===== config.mk =====
export PLATFORM = sky130hd
export DESIGN_NAME = buffer_reader
export DESIGN_NICKNAME = d
export VERILOG_FILES = /design/src/rtl/buffer_reader_pkg.sv /design/src/rtl/skid_fifo2.sv /design/src/rtl/buffer_reader.sv
export SDC_FILE = /design/constraint.sdc
export NUM_CORES = 1
export LEC_CHECK = 0
export CAP_MARGIN = 5
export CORE_ASPECT_RATIO = 0.5
export CORE_MARGIN = 5
export CORE_UTILIZATION = 25
export DETAILED_ROUTE_END_ITERATION = 7
export RECOVER_POWER = 25
export SYNTH_ARGS = -nofsm -noshare
export SYNTH_HDL_FRONTEND = slang
export SYNTH_SLANG_ARGS = --single-unit
export TNS_END_PERCENT = 100

===== constraint.sdc =====
create_clock -name clk -period 2.3 [get_ports clk]
set_clock_uncertainty 0.15 [all_clocks]
set_input_delay 0.23 -clock clk [delete_from_list [all_inputs] [get_ports clk]]
set_output_delay 0.23 -clock clk [all_outputs]
set_load 0.01 [all_outputs]

===== src/rtl/buffer_reader_pkg.sv =====
// Shared configuration for the buffer read-side stream controller.
package buffer_reader_pkg;

  localparam int STREAM_DWIDTH = 16;
  localparam int BURST_LEN_W   = 8;

  typedef enum logic [1:0] {
    IDLE   = 2'd0,
    STREAM = 2'd1,
    DONE   = 2'd2
  } rd_state_e;

endpackage


===== src/rtl/skid_fifo2.sv =====
// Two-entry in-order queue; the head entry is always visible on head_data.
module skid_fifo2
  import buffer_reader_pkg::*;
#(
  parameter int DWIDTH = STREAM_DWIDTH
) (
  input  logic              clk,
  input  logic              rstn,
  input  logic              push,
  input  logic [DWIDTH-1:0] push_data,
  input  logic              pop,
  output logic [DWIDTH-1:0] head_data,
  output logic              full,
  output logic              empty
);

  logic [DWIDTH-1:0] mem [2];
  logic              wr_ptr;
  logic              rd_ptr;
  logic [1:0]        count;

  always_ff @(posedge clk or negedge rstn) begin
    if (!rstn) begin
      mem[0] <= '0;
      mem[1] <= '0;
      wr_ptr <= 1'b0;
      rd_ptr <= 1'b0;
      count  <= '0;
    end else begin
      if (push) begin
        mem[wr_ptr] <= push_data;
        wr_ptr      <= ~wr_ptr;
      end
      if (pop) begin
        rd_ptr <= ~rd_ptr;
      end
      case ({push, pop})
        2'b10:   count <= count + 2'd1;
        2'b01:   count <= count - 2'd1;
        default: count <= count;
      endcase
    end
  end

  assign head_data = mem[rd_ptr];
  assign full      = (count == 2'd2);
  assign empty     = (count == 2'd0);

endmodule


===== src/rtl/buffer_reader.sv =====
// Drains a fixed-length burst from a preloaded buffer and presents it as a
// valid/ready stream with a last flag, absorbing the buffer's read latency.
module buffer_reader
  import buffer_reader_pkg::*;
#(
  parameter int DWIDTH = STREAM_DWIDTH,
  parameter int LEN_W  = BURST_LEN_W
) (
  input  logic              clk,
  input  logic              rstn,
  input  logic              start,
  input  logic [LEN_W-1:0]  len,
  output logic              busy,
  output logic              done,
  output logic              buf_rd_en,
  input  logic [DWIDTH-1:0] buf_dout,
  input  logic              buf_empty,
  output logic              m_valid,
  input  logic              m_ready,
  output logic [DWIDTH-1:0] m_data,
  output logic              m_last
);

  rd_state_e        state;
  logic [LEN_W-1:0] issue_cnt;
  logic [LEN_W-1:0] acc_cnt;
  logic             capture;
  logic             fifo_full;
  logic             fifo_empty;
  logic             pop;
  logic             issue;
  logic             credit;
  logic [1:0]       occupancy;

  // Occupancy counts queued words plus the read still in flight, so a new
  // read is only issued when its data is guaranteed a free slot on arrival.
  assign occupancy = (fifo_full ? 2'd2 : (fifo_empty ? 2'd0 : 2'd1)) + {1'b0, capture};
  assign m_valid   = !fifo_empty;
  assign pop       = m_valid && m_ready;
  assign credit    = (occupancy < 2'd2) || ((occupancy == 2'd2) && pop);
  assign buf_rd_en = (state == STREAM) && (issue_cnt != '0) && credit;
  assign issue     = buf_rd_en && !buf_empty;
  assign m_last    = m_valid && (acc_cnt == LEN_W'(1));

  always_ff @(posedge clk or negedge rstn) begin
    if (!rstn) begin
      state     <= IDLE;
      issue_cnt <= '0;
      acc_cnt   <= '0;
      capture   <= 1'b0;
      busy      <= 1'b0;
      done      <= 1'b0;
    end else begin
      capture <= issue;
      case (state)
        IDLE: begin
          if (start) begin
            busy <= 1'b1;
            if (len != '0) begin
              issue_cnt <= len;
              acc_cnt   <= len;
              state     <= STREAM;
            end else begin
              state <= DONE;
              done  <= 1'b1;
            end
          end
        end
        STREAM: begin
          if (issue) begin
            issue_cnt <= issue_cnt - LEN_W'(1);
          end
          if (pop) begin
            acc_cnt <= acc_cnt - LEN_W'(1);
            if (acc_cnt == LEN_W'(1)) begin
              state <= DONE;
              done  <= 1'b1;
            end
          end
        end
        DONE: begin
          state <= IDLE;
          busy  <= 1'b0;
          done  <= 1'b0;
        end
        default: state <= IDLE;
      endcase
    end
  end

  skid_fifo2 #(
    .DWIDTH(DWIDTH)
  ) u_skid (
    .clk       (clk),
    .rstn      (rstn),
    .push      (capture),
    .push_data (buf_dout),
    .pop       (pop),
    .head_data (m_data),
    .full      (fifo_full),
    .empty     (fifo_empty)
  );

endmodule


==> Flow_metrics.wiki, run 1 <==
{| class="wikitable"
! Metric !! Value
|-
| Primary flip-flop cell chosen by synthesis mapping || dfrtp_1
|-
| Final setup violation count || 0
|-
| Count of distinct cell types in the synthesized netlist || 61
|-
| IR Drop Worst-Case VDD || 0.3771 mV
|-
| Cell depth of the worst setup path || 3
|-
| WL/cell || 14.88 um
|-
| Dominant cell by count in the synthesized netlist || dfrtp_1
|-
| Worst reg2reg path depth || 7
|-
| P per Cell Area || 1466 nW/um2
|-
| NumNets Final || 365
|-
| Transition at the pin with the smallest max-transition slack || 1306 ps
|-
| Startpoint-to-endpoint class of the critical path || reg -> out
|-
| Combined global-route utilization of all metal layers || 0.1135
|-
| R2R setup slack || 150 ps
|-
| Basic-gate share of the synthesized area counting and, or, nand and nor cells || 0.1082
|-
| Hold Startpoint || u_skid.wr_ptr
|-
| DRT Pass-1 Iters || 5
|-
| Ordered cell list for the critical path || buf_4 > mux2_2 > clkdlybuf4s50_1
|-
| Max Fanout on Critical Path || 7
|-
| Biggest area consumer among synthesized cells || dfrtp_1
|-
| Vias || 2,335
|-
| Standard-cell row count || 28
|-
| DRT iter0 DRCs || 149
|-
| Yosys top cell area share || 0.4782
|-
| Number of synthesized register bits || 57
|-
| Number of filler instances in the final layout || 1,168
|-
| WP data arrival || 1820 ps
|-
| Cell count after placement || 484
|-
| Area growth from synthesis to final layout || 38.17%
|-
| Post-Route Setup TNS || 0 ps
|-
| Slew HR || 0.1296
|-
| Critical register-to-register path endpoint || issue_cnt[1]
|-
| Worst reg2reg path startpoint || issue_cnt[1]
|-
| TritonCTS clock tree || yes
|-
| Maximum number of pins on one net before global-route repair || 37
|-
| Wire length of the first global-routing pass || 12,470 um
|-
| Slowest-stage cell, CP || clkdlybuf4s50_1
|-
| Initial Utilization || 0.2542
|-
| Antenna violations before repair || 0
|-
| Outcome || finished, final reports clean
|-
| # H-tree levels || 3
|-
| Shortest clock period the worst path allows after layout || 2197 ps
|-
| Max-capacitance violation count || 0
|-
| Share of cell area taken by muxes after synthesis || 0.1984
|-
| Cell Area, Synth || 2983 um2
|-
| Hold Crit Depth || 1
|-
| Setup repair after global routing missed its margin || no
|-
| Drc violations || 0
|-
| Largest family of logic cells by synthesized area || multiplexers
|-
| Maximum number of buffers from clock root to sink || 2
|-
| Post-layout instance count excluding filler cells || 501
|-
| Number of I/O pins || 50
|-
| Post-route core utilization || 0.3512
|-
| Aggregate routed wire length || 7455 um
|-
| Gate count of the mapped netlist || 258
|-
| Number of diodes added for antenna fixing || 0
|-
| Y dimension of the die || 87.24 um
|-
| Parity-gate share of the synthesized area counting xor and xnor cells || 0.01468
|-
| Number of enable flip-flop cells after synthesis || 0
|-
| Ratio of final minimum period to clock period || 0.9552
|-
| Highest attainable clock frequency || 0.4552 GHz
|-
| Final instance area || 4121 um2
|-
| Tightest Hold Check Type || reg -> reg
|-
| Die W || 164.5 um
|-
| Syn. warnings || 0
|-
| Root Buffer || clkbuf_16
|-
| RD Place Congestion || 0.8192
|-
| Number of clock sinks || 57
|-
| Ratio of cells with drive above 1 in the final layout || 0.3155
|-
| Worst path bufs/invs || 2
|-
| Die Footprint || 14,350 um2
|-
| Setup crit start kind || flop
|-
| Compound-Gate Fraction of Synth Area || 0.1460
|-
| CP endpoint kind || output port
|-
| FFs w/ async S/R, synth || 1.000
|-
| Fraction of the mapped netlist area in adder cells || 0.02097
|-
| Share of synthesized area occupied by flip-flops and latches || 0.4782
|-
| Insertion delay to the later sink of the worst-skew pair || 330 ps
|-
| Pre-CTS worst setup slack || -5.789 ps
|-
| Instance area after placement || 3797 um2
|-
| Endpoint of the worst hold-timing path || u_skid.wr_ptr
|-
| Detailed placement HPWL || 5297 um
|-
| Remaining antenna violation count after routing || 0
|-
| Final Slew Violations || 0
|-
| Placeable Area || 11,740 um2
|-
| Largest incremental delay on the critical path || 480 ps
|-
| Worst setup slack after layout || 103.0 ps
|-
| Reg clk slew, reported paths || 50 ps
|-
| Cell family contributing the most delay on the critical path || buffers and inverters
|-
| Cell types with the largest area share after synthesis || dfrtp_1 (48%), mux2_2 (18%), nor2_1 (2.3%), ha_1 (2.1%), a21oi_1 (1.8%)
|-
| Leftover overflow at the end of global routing || 0
|-
| Number of global-route vias before repair || 2,434
|-
| Synthesized netlist net count || 292
|-
| Inserted Clock Buffers || 9
|-
| Fin. Hold Viols || 0
|-
| Leakage power figure || 0.001689 uW
|-
| Data required time at the worst endpoint || 1920 ps
|-
| Vias per cell || 4.661
|-
| Top cells by instance count after synthesis || dfrtp_1 (57), mux2_2 (48), nor2_1 (18), a21oi_1 (11), nand2_1 (11)
|-
| Count of buffers from port buffering || 49
|-
| Synthesized area divided by synthesized cell count || 11.56 um2
|}
## layout by cell type, fill, tap and decap left out, types with 4 or more instances in the layout
| master | instances |
|---|---|
| a21oi_1 | 11 |
| clkdlybuf4s50_1 | 46 |
| o21ai_0 | 6 |
| nor3_1 | 4 |
| nor2_1 | 18 |
| a31oi_1 | 4 |
| clkbuf_8 | 4 |
| a2bb2oi_1 | 5 |
| clkbuf_16 | 9 |
| dfrtp_1 | 55 |
| nand4_1 | 6 |
| inv_1 | 6 |
| nand3_1 | 5 |
| ha_1 | 5 |
| mux2_2 | 48 |
| buf_4 | 23 |
| nand2_1 | 11 |
## metal layers
| metal | global-route usage | up-vias | part of all wire |
|---|---|---|---|
| li1 | - | 1114 | - |
| met1 | 0.1391 | 1163 | 0.45 |
| met2 | 0.1868 | 48 | 0.48 |
| met3 | 0.03877 | 10 | 0.047 |
| met4 | 0.04302 | 0 | 0.018 |
| met5 | 0 | - | 0 |
## power by group
part           total, uW  switching (uW)  internal [uW]
sequential          1890             378           1510
combinational       2870            1250           1620
clock               1290             445            842
total               6040            2070           3970
## kinds of logic (layout without fill, tap and decap cells)
logic type / after synthesis / count (layout)
simple gates: 61 / 61
compound gates: 58 / 58
flops: 57 / 57
mux: 52 / 52
buf+inv: 20 / 98
fa+ha+maj: 5 / 5
xor+xnor: 5 / 5
## worst register-to-register path: cells and delay by family (launching register included)
family          cells  cell delay [ps]
mux                 1              330
fa+ha+maj           1              170
simple gates        1              170
compound gates      2              600
buf+inv             2              240
flops               1              390
## what timing repair did
item	4_1_cts	5_1_grt
endpoints found under the hold margin	21	0
setup endpoints to repair	13	2
hold buffers	1	0
buffers inserted	0	0
pin swaps	0	1
resized for setup	4	5
## metrics by stage
step                power [uW]  hold slack, ps
floorplan                 3642          -215.6
global placement          4741           95.58
detailed placement        4779           100.4
CTS                       6113           279.8
global route              6499           361.8
finish                    6041           340.5
## state kept, by name, indices dropped and copies added, names as in the netlist
| signal | cells |
|---|---|
| capture | 1 |
| issue_cnt | 8 |
| done | 1 |
| u_skid.rd_ptr | 1 |
| state | 2 |
| busy | 1 |
| u_skid.wr_ptr | 1 |
| acc_cnt | 8 |
| u_skid.count | 2 |
| u_skid.mem | 32 |
## how the worst max path moves through the flow
stage                   from           end  slack, ps
5_1_grt         issue_cnt[1]     buf_rd_en         20
2_1_floorplan   issue_cnt[0]  issue_cnt[1]        320
6_report       u_skid.rd_ptr    m_data[10]        100
3_3_place_gp          len[0]    acc_cnt[0]          9
4_1_cts         issue_cnt[1]     buf_rd_en         20
3_5_place_dp          len[0]    acc_cnt[0]         -6
## cell type report
cell class	instances	area, um2	share of cell area
clock buffer	14	284.0	0.06891
clock inverter	2	10.01	0.002429
inverter	8	30.03	0.007286
multi-input combinational	181	1478	0.3585
sequential	57	1429	0.3467
tap	165	206.4	0.05009
timing repair buffer	74	684.4	0.1661
No activity file was read; power rests on OpenSTA's default activity.
==> run 2, diff against run 1 <==
- SETUP_SLACK_MARGIN: default -> 0.5
==> Flow_metrics.wiki, run 2 (synthesis results as in run 1) <==
{| class="wikitable"
! Metric !! Value
|-
| Outcome || finished, final reports clean
|-
| Data required time at the worst endpoint || 1920 ps (about the same)
|-
| Most flop-heavy register || u_skid.mem
|-
| Antenna violations before repair || 0 (unchanged)
|-
| Setup crit start kind || flop
|-
| Fin. Hold Viols || 0 (unchanged)
|-
| CP endpoint kind || output port
|-
| Cell count after placement || 482 (-0.41%)
|-
| Most common cell after layout, fill and taps aside || dfrtp_1
|-
| Leftover overflow at the end of global routing || 0 (unchanged)
|-
| DRT Pass-1 Iters || 4 (-1)
|-
| Y dimension of the die || 87.24 um (unchanged)
|-
| Tightest Hold Check Type || in -> reg
|-
| Slew HR || 0.4598 (+0.3302)
|-
| Number of I/O pins || 50 (unchanged)
|-
| RD Place Congestion || 0.7818 (-4.6%)
|-
| Setup repair after global routing missed its margin || yes
|-
| Cell depth of the worst setup path || 6 (+3)
|-
| Number of diodes added for antenna fixing || 0 (unchanged)
|-
| Top library cells by usage in the layout, fill and taps aside || dfrtp_1 (56), mux2_2 (33), buf_4 (32)
|-
| Leakage power figure || 0.001948 uW (+15%)
|-
| Number of filler instances in the final layout || 1,141 (-2.3%)
|-
| Ordered cell list for the critical path || inv_2 > ha_2 > nor4b_4 > a211o_1 > a31oi_1 > buf_2
|-
| Slowest-stage cell, CP || dfrtp_1
|-
| Area growth from synthesis to final layout || 50.67%
|-
| Net switching fraction of the power || 0.3324 (-0.01072)
|-
| Standard-cell row count || 28 (unchanged)
|-
| Vias per cell || 4.681 (+0.43%)
|-
| Detailed placement HPWL || 5284 um (-0.24%)
|-
| Highest attainable clock frequency || 0.4968 GHz (+9.2%)
|-
| Clk pwr share || 0.222 (+0.009)
|-
| Shortest clock period the worst path allows after layout || 2013 ps (-184.3 ps)
|-
| Worst reg2reg path depth || 8 (+1)
|-
| Largest registers || u_skid.mem x32, acc_cnt x8, issue_cnt x8
|-
| Inserted Clock Buffers || 9 (unchanged)
|-
| Vias || 2,434 (+4.2%)
|-
| Number of clock sinks || 57 (unchanged)
|-
| Wire length of the first global-routing pass || 12,830 um (+2.9%)
|-
| Die Footprint || 14,350 um2 (unchanged)
|-
| DRT iter0 DRCs || 95 (-36%)
|-
| Maximum number of buffers from clock root to sink || 2 (unchanged)
|-
| Root Buffer || clkbuf_16
|-
| Net switching component of the power || 2323 uW (+12%)
|-
| Number of global-route vias before repair || 2,550 (+4.8%)
|-
| Count of buffers from port buffering || 49 (unchanged)
|-
| # H-tree levels || 3 (unchanged)
|-
| Proportion of power drawn by flip-flops and latches || 0.268 (-0.044)
|-
| P per Cell Area || 1555 nW/um2 (+6.1%)
|-
| Insertion delay to the later sink of the worst-skew pair || 330 ps (about the same)
|-
| Transition at the pin with the smallest max-transition slack || 810.4 ps (-495.3 ps)
|-
| Drc violations || 0 (unchanged)
|-
| Hold Crit Depth || 3 (+2)
|-
| Combined global-route utilization of all metal layers || 0.1160 (+0.002425)
|-
| Remaining antenna violation count after routing || 0 (unchanged)
|-
| WL/cell || 15.27 um (+2.6%)
|-
| Worst path bufs/invs || 2 (unchanged)
|-
| Post-layout instance count excluding filler cells || 520 (+3.8%)
|-
| TritonCTS clock tree || yes
|-
| Largest incremental delay on the critical path || 380 ps (-100 ps)
|-
| Final setup violation count || 0 (unchanged)
|-
| Initial Utilization || 0.2542 (unchanged)
|-
| Die W || 164.5 um (unchanged)
|-
| Ratio of final minimum period to clock period || 0.8751 (-0.08013)
|-
| Cell family contributing the most delay on the critical path || compound AO/OA/AOI/OAI gates
|-
| Max Fanout on Critical Path || 2 (-5)
|-
| Final Slew Violations || 0 (unchanged)
|-
| NumNets Final || 384 (+5.2%)
|-
| Post-Route Setup TNS || 0 ps (unchanged)
|-
| Ratio of cells with drive above 1 in the final layout || 0.4338 (+0.1183)
|-
| Reg clk slew, reported paths || 50 ps (about the same)
|-
| Internal power || 4666 uW (+18%)
|-
| Max-capacitance violation count || 0 (unchanged)
|-
| Placeable Area || 11,740 um2 (unchanged)
|-
| IR Drop Worst-Case VDD || 0.4244 mV (+13%)
|-
| WP data arrival || 1630 ps (-190 ps)
|-
| Maximum number of pins on one net before global-route repair || 25 (-32%)
|-
| Power, Total || 6990 uW (+16%)
|-
| Startpoint-to-endpoint class of the critical path || reg -> out
|-
| Combinational share of power || 0.510 (+0.035)
|-
| Aggregate routed wire length || 7942 um (+6.5%)
|-
| Flip-flop count of the largest register after layout || 32 (unchanged)
|}
-- run 2: area by class of cell --
class                           count  area [um2]  share of cell area
Multi-Input combinational cell    181        1598              0.3555
Sequential cell                    57        1428              0.3177
Timing Repair Buffer               93       888.4              0.1977
Clock buffer                       10       239.0             0.05317
Tap cell                          165       206.4             0.04594
Clock inverter                      6       105.1             0.02339
Inverter                            8       30.03            0.006682
-- run 2: worst reg2reg max path, delay by kind of cell (launching register included) --
family	cells	cell delay (ps)
fa+ha+maj	1	160
flops	1	380
mux	1	310
simple gates	1	130
compound gates	2	450
buf+inv	3	310
-- run 2: path summary, 6_finish.rpt --
kind	start	endpoint	slack, ps
worst max-delay path	issue_cnt[0]	buf_rd_en	290
worst min-delay path	len[3]	issue_cnt[3]	170
worst max register to register	issue_cnt[0]	issue_cnt[1]	290
worst min register to register	u_skid.wr_ptr	u_skid.wr_ptr	350
max in group asynchronous	rstn	u_skid.mem[12]	580
min in group asynchronous	rstn	issue_cnt[7]	290
-- run 2: metrics by stage --
step / hold WS [ps] / util / setup slack, ps / area (um2)
final: 168.0 / 0.3829 / 287.3 / 4494
after CTS: 307.2 / 0.3652 / 279.1 / 4287
after floorplan: -215.6 / - / 444.0 / 3008
after global routing: 210.1 / 0.3829 / 212.2 / 4494
after detailed placement: 112.5 / 0.3233 / -22.84 / 3795
after global placement: 115.9 / 0.3233 / -2.074 / 3795
-- run 2: routing by layer --
layer,global-route usage,routed length (um),part of all wire
met5,0,0,0
met4,0.04377,126,0.016
met3,0.04019,403,0.051
met2,0.1883,3747,0.47
met1,0.1436,3664,0.46
-- run 2: repair_timing --
item                                    CTS  global route
endpoints found under the hold margin    22             0
hold buffers                              1             0
pin swaps                                 8             6
endpoints found under the setup margin   34            33
resized for setup                        97            41
cloned                                    1             0
setup buffers                            18             2
-- run 2: power by group through the flow --
stage | Combinational (uW) | Clock (uW) | Sequential [uW]
floorplan | 1910 | 0 | 1770
global placement | 2860 | 0 | 1850
detailed placement | 2890 | 0 | 1870
CTS | 3100 | 1580 | 1850
global route | 3840 | 1640 | 1950
finish | 3570 | 1550 | 1870
==> run 3, diff against run 2 <==
- GPL_ROUTABILITY_DRIVEN: default -> 0
- SLEW_MARGIN: default -> 20
==> results of run 3 <==
Final layout, timing and power as in run 2 (identical DEF).
